<file path="src/rtl/cpu_pkg.sv">
// Shared types and constants for the RV32 pipeline control blocks.
package cpu_pkg;

    localparam int unsigned REG_ADDR_W = 5;
    localparam logic [REG_ADDR_W-1:0] REG_X0 = '0;

    // Destination tracking for one pipeline stage.
    typedef struct packed {
        logic [REG_ADDR_W-1:0] rd;
        logic                  wr;
        logic                  load;
    } stage_dst_t;

endpackage

</file>
<file path="src/rtl/hazard_cmp.sv">
// Compares one source operand against one stage destination; x0 never matches.
module hazard_cmp
    import cpu_pkg::*;
(
    input  logic [REG_ADDR_W-1:0] src_addr,
    input  logic                  src_used,
    input  stage_dst_t            dst,
    output logic                  match
);

    assign match = src_used & dst.wr & (dst.rd == src_addr) & (src_addr != REG_X0);

endmodule

</file>
<file path="src/rtl/hazard_forward_unit.sv">
// ID/EXE hazard detection and forwarding control: tracks EXE/MEM destinations,
// registers operand forwarding flags for the instruction entering EXE, and
// raises a one-cycle load-use stall with a performance counter.
module hazard_forward_unit #(
    parameter int unsigned REG_ADDR_W = cpu_pkg::REG_ADDR_W,
    parameter int unsigned CNT_W      = 32
) (
    input  logic                  clk,
    input  logic                  rst,
    input  logic                  stall_mem,
    input  logic                  flush,
    input  logic                  id_valid,
    input  logic [REG_ADDR_W-1:0] id_rs1_addr,
    input  logic [REG_ADDR_W-1:0] id_rs2_addr,
    input  logic                  id_rs1_used,
    input  logic                  id_rs2_used,
    input  logic [REG_ADDR_W-1:0] id_rd_addr,
    input  logic                  id_reg_write,
    input  logic                  id_mem_read,
    output logic                  rs1_exe_hazard,
    output logic                  rs1_mem_hazard,
    output logic                  rs2_exe_hazard,
    output logic                  rs2_mem_hazard,
    output logic                  load_use_stall,
    output logic [CNT_W-1:0]      stall_cnt
);

    cpu_pkg::stage_dst_t exe_dst;
    cpu_pkg::stage_dst_t mem_dst;

    logic m_rs1_exe;
    logic m_rs2_exe;
    logic m_rs1_mem;
    logic m_rs2_mem;
    logic lu_rs1;
    logic lu_rs2;

    hazard_cmp u_cmp_rs1_exe (
        .src_addr (id_rs1_addr),
        .src_used (id_rs1_used),
        .dst      (exe_dst),
        .match    (m_rs1_exe)
    );

    hazard_cmp u_cmp_rs2_exe (
        .src_addr (id_rs2_addr),
        .src_used (id_rs2_used),
        .dst      (exe_dst),
        .match    (m_rs2_exe)
    );

    hazard_cmp u_cmp_rs1_mem (
        .src_addr (id_rs1_addr),
        .src_used (id_rs1_used),
        .dst      (mem_dst),
        .match    (m_rs1_mem)
    );

    hazard_cmp u_cmp_rs2_mem (
        .src_addr (id_rs2_addr),
        .src_used (id_rs2_used),
        .dst      (mem_dst),
        .match    (m_rs2_mem)
    );

    hazard_cmp u_cmp_lu_rs1 (
        .src_addr (id_rs1_addr),
        .src_used (id_rs1_used),
        .dst      (exe_dst),
        .match    (lu_rs1)
    );

    hazard_cmp u_cmp_lu_rs2 (
        .src_addr (id_rs2_addr),
        .src_used (id_rs2_used),
        .dst      (exe_dst),
        .match    (lu_rs2)
    );

    // Load in EXE feeding an operand of the real instruction in ID; deliberately not gated by stall_mem.
    assign load_use_stall = id_valid & ~flush & exe_dst.load & exe_dst.wr & (lu_rs1 | lu_rs2);

    // Stage destination and forwarding-flag registers; flush/bubble/load-use all insert a bubble into EXE.
    always_ff @(posedge clk or negedge rst) begin
        if (!rst) begin
            exe_dst        <= '0;
            mem_dst        <= '0;
            rs1_exe_hazard <= 1'b0;
            rs1_mem_hazard <= 1'b0;
            rs2_exe_hazard <= 1'b0;
            rs2_mem_hazard <= 1'b0;
        end else if (!stall_mem) begin
            mem_dst <= '{rd: exe_dst.rd, wr: exe_dst.wr, load: 1'b0};
            if (flush || !id_valid || load_use_stall) begin
                exe_dst        <= '0;
                rs1_exe_hazard <= 1'b0;
                rs1_mem_hazard <= 1'b0;
                rs2_exe_hazard <= 1'b0;
                rs2_mem_hazard <= 1'b0;
            end else begin
                exe_dst        <= '{rd: id_rd_addr, wr: id_reg_write, load: id_mem_read};
                rs1_exe_hazard <= m_rs1_exe;
                rs1_mem_hazard <= m_rs1_mem;
                rs2_exe_hazard <= m_rs2_exe;
                rs2_mem_hazard <= m_rs2_mem;
            end
        end
    end

    // Counts advance cycles spent in a load-use stall; wraps naturally.
    always_ff @(posedge clk or negedge rst) begin
        if (!rst) begin
            stall_cnt <= '0;
        end else if (!stall_mem && load_use_stall) begin
            stall_cnt <= stall_cnt + 1'b1;
        end
    end

endmodule

</file>
<file path="config.mk">
export PLATFORM = sky130hd
export DESIGN_NAME = hazard_forward_unit
export DESIGN_NICKNAME = d
export VERILOG_FILES = /design/src/rtl/cpu_pkg.sv /design/src/rtl/hazard_cmp.sv /design/src/rtl/hazard_forward_unit.sv
export SDC_FILE = /design/constraint.sdc
export NUM_CORES = 1
export LEC_CHECK = 0
export CAP_MARGIN = 40
export CORE_MARGIN = 2
export CORE_UTILIZATION = 58
export CTS_CLUSTER_DIAMETER = 30
export DETAILED_ROUTE_END_ITERATION = 6
export DONT_BUFFER_PORTS = 1
export PLACE_DENSITY = 0.78
export SYNTH_ARGS = -nofsm -noshare
export SYNTH_HDL_FRONTEND = slang
export SYNTH_HIERARCHICAL = 1
export SYNTH_SLANG_ARGS = --single-unit
</file>
<file path="constraint.sdc">
create_clock -name clk -period 3.8 [get_ports clk]
set_input_delay 0.38 -clock clk [delete_from_list [all_inputs] [get_ports clk]]
set_output_delay 0.38 -clock clk [all_outputs]
set_load 0.03 [all_outputs]
</file>
==> Word level (Yosys, flattened, before mapping) <==
Index checks and enable logic that the tools add are counted.
{ "classes": {"add_sub_neg": 1, "eq_ne": 4, "mux": 5, "bitwise": 18, "reduce_logical": 7} }
{ "ops": {"columns": ["cell", "n"], "rows": [
  ["$add A32 B1 Y32 const B", 1],
  ["$eq A5 B5 Y1", 4],
  ["$and A1 B1 Y1", 16],
  ["$reduce_bool A5 Y1", 2],
  ["$mux W7", 1],
  ["$mux W1", 4],
  ["$logic_not A1 Y1", 2],
  ["$logic_or A1 B1 Y1", 2],
  ["$logic_and A1 B1 Y1", 1],
  ["$not A1 Y1", 1],
  ["$or A1 B1 Y1", 1]
]} }
{ "totals": {"reg_bits": 49, "input_bits": 24, "output_inout_bits": 37, "elab_cells": 45} }

==> Longest topological paths before layout <==
{ "logic_depth": {"word_depth": 7, "mapped_depth": 9} }

==> Cells and area by module <==
Netlist, hierarchy kept.
{ "modules_own_cells": {"columns": ["module", "instances", "cells_each", "area_per_inst_um2"], "rows": [
  ["hazard_forward_unit", 1, 182, 2195.9],
  ["hazard_cmp", 6, 10, 76.3]
]} }

==> Least setup slack after synthesis <==
No wires, ideal clock.
{ "synth_path": {"kind": "reg2reg", "from": "reg exe_dst[3] in the netlist's numbering", "to": "reg stall_cnt[30]", "setup_time_ns": 0.080, "arrival_time_ns": 2.271, "setup_slack_ns": 1.449, "stages_incl_launch_ff": 10, "synth_period_minus_slack_ns": 2.351, "cell_sequence": "dfrtp_1 -> xnor2_1 -> o2111ai_1 -> nor3b_2 -> o211ai_2 -> or4b_1 -> buf_2 -> buf_6 -> nor4_4 -> xor2_1"} }
{ "synth_via": {"elab_chain_cells": 6, "word_cells_on_any_way": 9, "classes_between": "eq/ne (2); bitwise (6); reduce/logical (1)"} }
{ "synth_rtl": {"columns": ["item", "line", "rtl"], "rows": [
  ["from (decl)", "hazard_forward_unit.sv:28", "cpu_pkg::stage_dst_t exe_dst;"],
  ["from (signal assigned)", "hazard_forward_unit.sv:101", "exe_dst <= '{rd: id_rd_addr, wr: id_reg_write, load: id_mem_read};"],
  ["$eq A5 B5 Y1", "hazard_cmp.sv:11", "assign match = src_used & dst.wr & (dst.rd == src_addr) & (src_addr != REG_X0);"],
  ["$and A1 B1 Y1 (2 in series)", "hazard_cmp.sv:11", null],
  ["named net lu_rs2", "hazard_forward_unit.sv:36", "logic lu_rs2;"],
  ["$or A1 B1 Y1", "hazard_forward_unit.sv:81", "assign load_use_stall = id_valid & ~flush & exe_dst.load & exe_dst.wr & (lu_rs1 | lu_rs2);"],
  ["$and A1 B1 Y1", "hazard_forward_unit.sv:81", null],
  ["$logic_and A1 B1 Y1", "hazard_forward_unit.sv:114", "end else if (!stall_mem && load_use_stall) begin"],
  ["to (signal assigned)", "hazard_forward_unit.sv:115", "stall_cnt <= stall_cnt + 1'b1;"],
  ["to (decl)", "hazard_forward_unit.sv:25", "output logic [CNT_W-1:0] stall_cnt"]
]} }
The timed path passes the listed nets, and every way through them passes these cells.
A chain may end at the register's enable or synchronous reset.

==> Final worst setup path <==
{ "layout_path": {"from": "reg exe_dst[3] in the netlist's numbering", "to": "reg stall_cnt[26]"} }
The elaborated chain is that of the path after synthesis.

==> impl_metrics.csv <==
group,metric,value,unit
yosys,synth_fp_nets,266,
flow_run,cap_violations,0,
clocking,clk_latency,0.30,ns
power,irDropWorstVdd,0.000190,V
finish,final_cell_mix,"dfrtp_1 (49), xnor2_1 (33), xor2_1 (22)",
placed_design,post-place-ws,0.992,ns
power,p_per_area,352,nW/um2
timing,min_period_over_period,0.739,
clocking,clkTransAtPathRegs,0.09,ns
drt,drt_pass1_iterations,4,
floorplan,core,4380,um2
floorplan,fp.dieArea,5130,um2
power,power,0.991,mW
floorplan,die_h,71.6,um
clocking,clock_path_buffers,2,
hold_path,hold_path.class,"in2reg",
timing,finalMaxSlewViolations,0,
placed_design,dp_hpwl,3.81,mm
power,leakage,1.29,nW
timing,rsz0062_at_grt,"no",
run_status,status,"finished, final reports clean",
drt,post-route-drc-count,0,
drt,drtIter0Drc,191,
floorplan,start_util,0.604,
finish,layout-drive-gt1-share,0.116,
setup_path,critPathLaunch,"exe_dst[3]",
setup_path,endpoint,"stall_cnt[26]",
drt,viasPerCell,6.27,
placed_design,dpl_cell_area,2670,um2
setup_path,crit_path_max_fanout,15,
drt,postRouteAntennaNets,0,
drt,wirelength,5.48,mm
global_routing,antenna_found_initial,0,
setup_path,worstPathArrival,3.03,ns
floorplan,rows,24,
clocking,cts.sinks,49,
timing,skew,0.00793,ns
setup_path,timing.rr.end,"stall_cnt[26]",
finish,multi_input_area,1330,um2
yosys,synth_area_per_cell,11.0,um2
global_routing,grt_start_max_net_pins,50,
finish,final_area,2820,um2
floorplan,die_w,71.6,um
global_routing,grt_pass1_vias,1748,
timing,fin_crit,2.81,ns
placed_design,io_buffers,0,
timing,setup_violations,0,
timing,worst_pin_slew,0.835,ns
drt,vias,1837,
finish,seqCellArea,1230,um2
clocking,cts_tree,"built",
clocking,ctsResizeCount,0,
setup_path,cp-start-kind,"flip-flop",
finish,antenna_cells,0,
drt,wl_per_cell,18.7,um
yosys,ys_warn_count,6,
setup_path,crit_type,"reg2reg",
setup_path,rr_startpoint,"exe_dst[3]",
floorplan,ioPinCount,61,
timing,fmax,356,MHz
global_routing,grt_pass1_wl,9.24,mm
timing,tns,0,ns
clocking,cts_buffers,5,
global_routing,grt_overflow_total,0,
yosys,synth_area,2650,um2
setup_path,reg2reg_slack,0.99,ns
finish,final_net_count,265,
finish,final_common_cell,"dfrtp_1",
global_routing,grt_usage,0.234,
timing,slew_headroom,0.442,
placed_design,routabilityCongestion,0.913,
timing,hold_violations,0,
yosys,syn_inst,241,
setup_path,cp-end-kind,"flip-flop",
finish,fillers,362,
finish,syn_to_final_growth,6.42,%
setup_path,worstRegToRegCells,7,
timing,setup_ws,0.994,ns
clocking,htree_levels,2,
setup_path,cp.required,4.02,ns
finish,post-route-util,0.643,
clocking,cts_root_buf,"clkbuf_8",
per-layer routing:
| layer | track usage | vias to the layer above | share of wire |
|---|---|---|---|
| met3 | 0.0661 | 10 | 0.090 |
| met4 | 0.0755 | 0 | 0.017 |
| met5 | 0 | - | 0 |
| met1 | 0.347 | 885 | 0.45 |
| li1 | - | 874 | - |
| met2 | 0.332 | 68 | 0.44 |
layout make-up:
type	instances	area share
inverters	9	0.0120
clock buffers	6	0.0257
multi-input cells	171	0.471
flip-flops and latches	49	0.435
repair buffers	4	0.0200
clock inverters	2	0.0138
well taps	52	0.0231
metrics by stage:
step / hold slack, ns / std cells
6_report: 0.202 / 293
5_1_grt: 0.206 / 293
4_1_cts: 0.195 / 293
3_5_place_dp: 0.0855 / 283
3_3_place_gp: 0.0855 / 282
2_1_floorplan: 0.0844 / 241
worst max-delay path: stages, from the launching register on:
cell       delay, ns
dfrtp_1         0.57
xnor2_1         0.16
o2111ai_1       0.15
nor3b_2         0.22
o211ai_2        0.15
or4b_1          0.82
nor4_1          0.45
xor2_1          0.20
sequential cells by signal, indices dropped and copies added, names as in the netlist:
register and cells:
exe_dst 7, mem_dst 6, rs1_exe_hazard 1, rs1_mem_hazard 1, rs2_exe_hazard 1, rs2_mem_hazard 1, stall_cnt 32
power breakdown:
| part | internal [mW] | switching (mW) |
|---|---|---|
| logic | 0.0399 | 0.0306 |
| registers | 0.530 | 0.0186 |
| clock network | 0.198 | 0.175 |
how the worst min path moves through the flow:
stage,from,to,cells after the start
detailed placement,rst,rs1_exe_hazard,0
global route,stall_mem,rs1_mem_hazard,1
global placement,rst,rs1_exe_hazard,0
CTS,id_reg_write,exe_dst[1],1
finish,id_reg_write,exe_dst[1],1
floorplan,rst,exe_dst[0],0
timing repair:
action	CTS	global route
setup buffers	0	0
hold buffers	2	0
endpoints found under the hold margin	49	0
(Power assumes the default switching activity.)
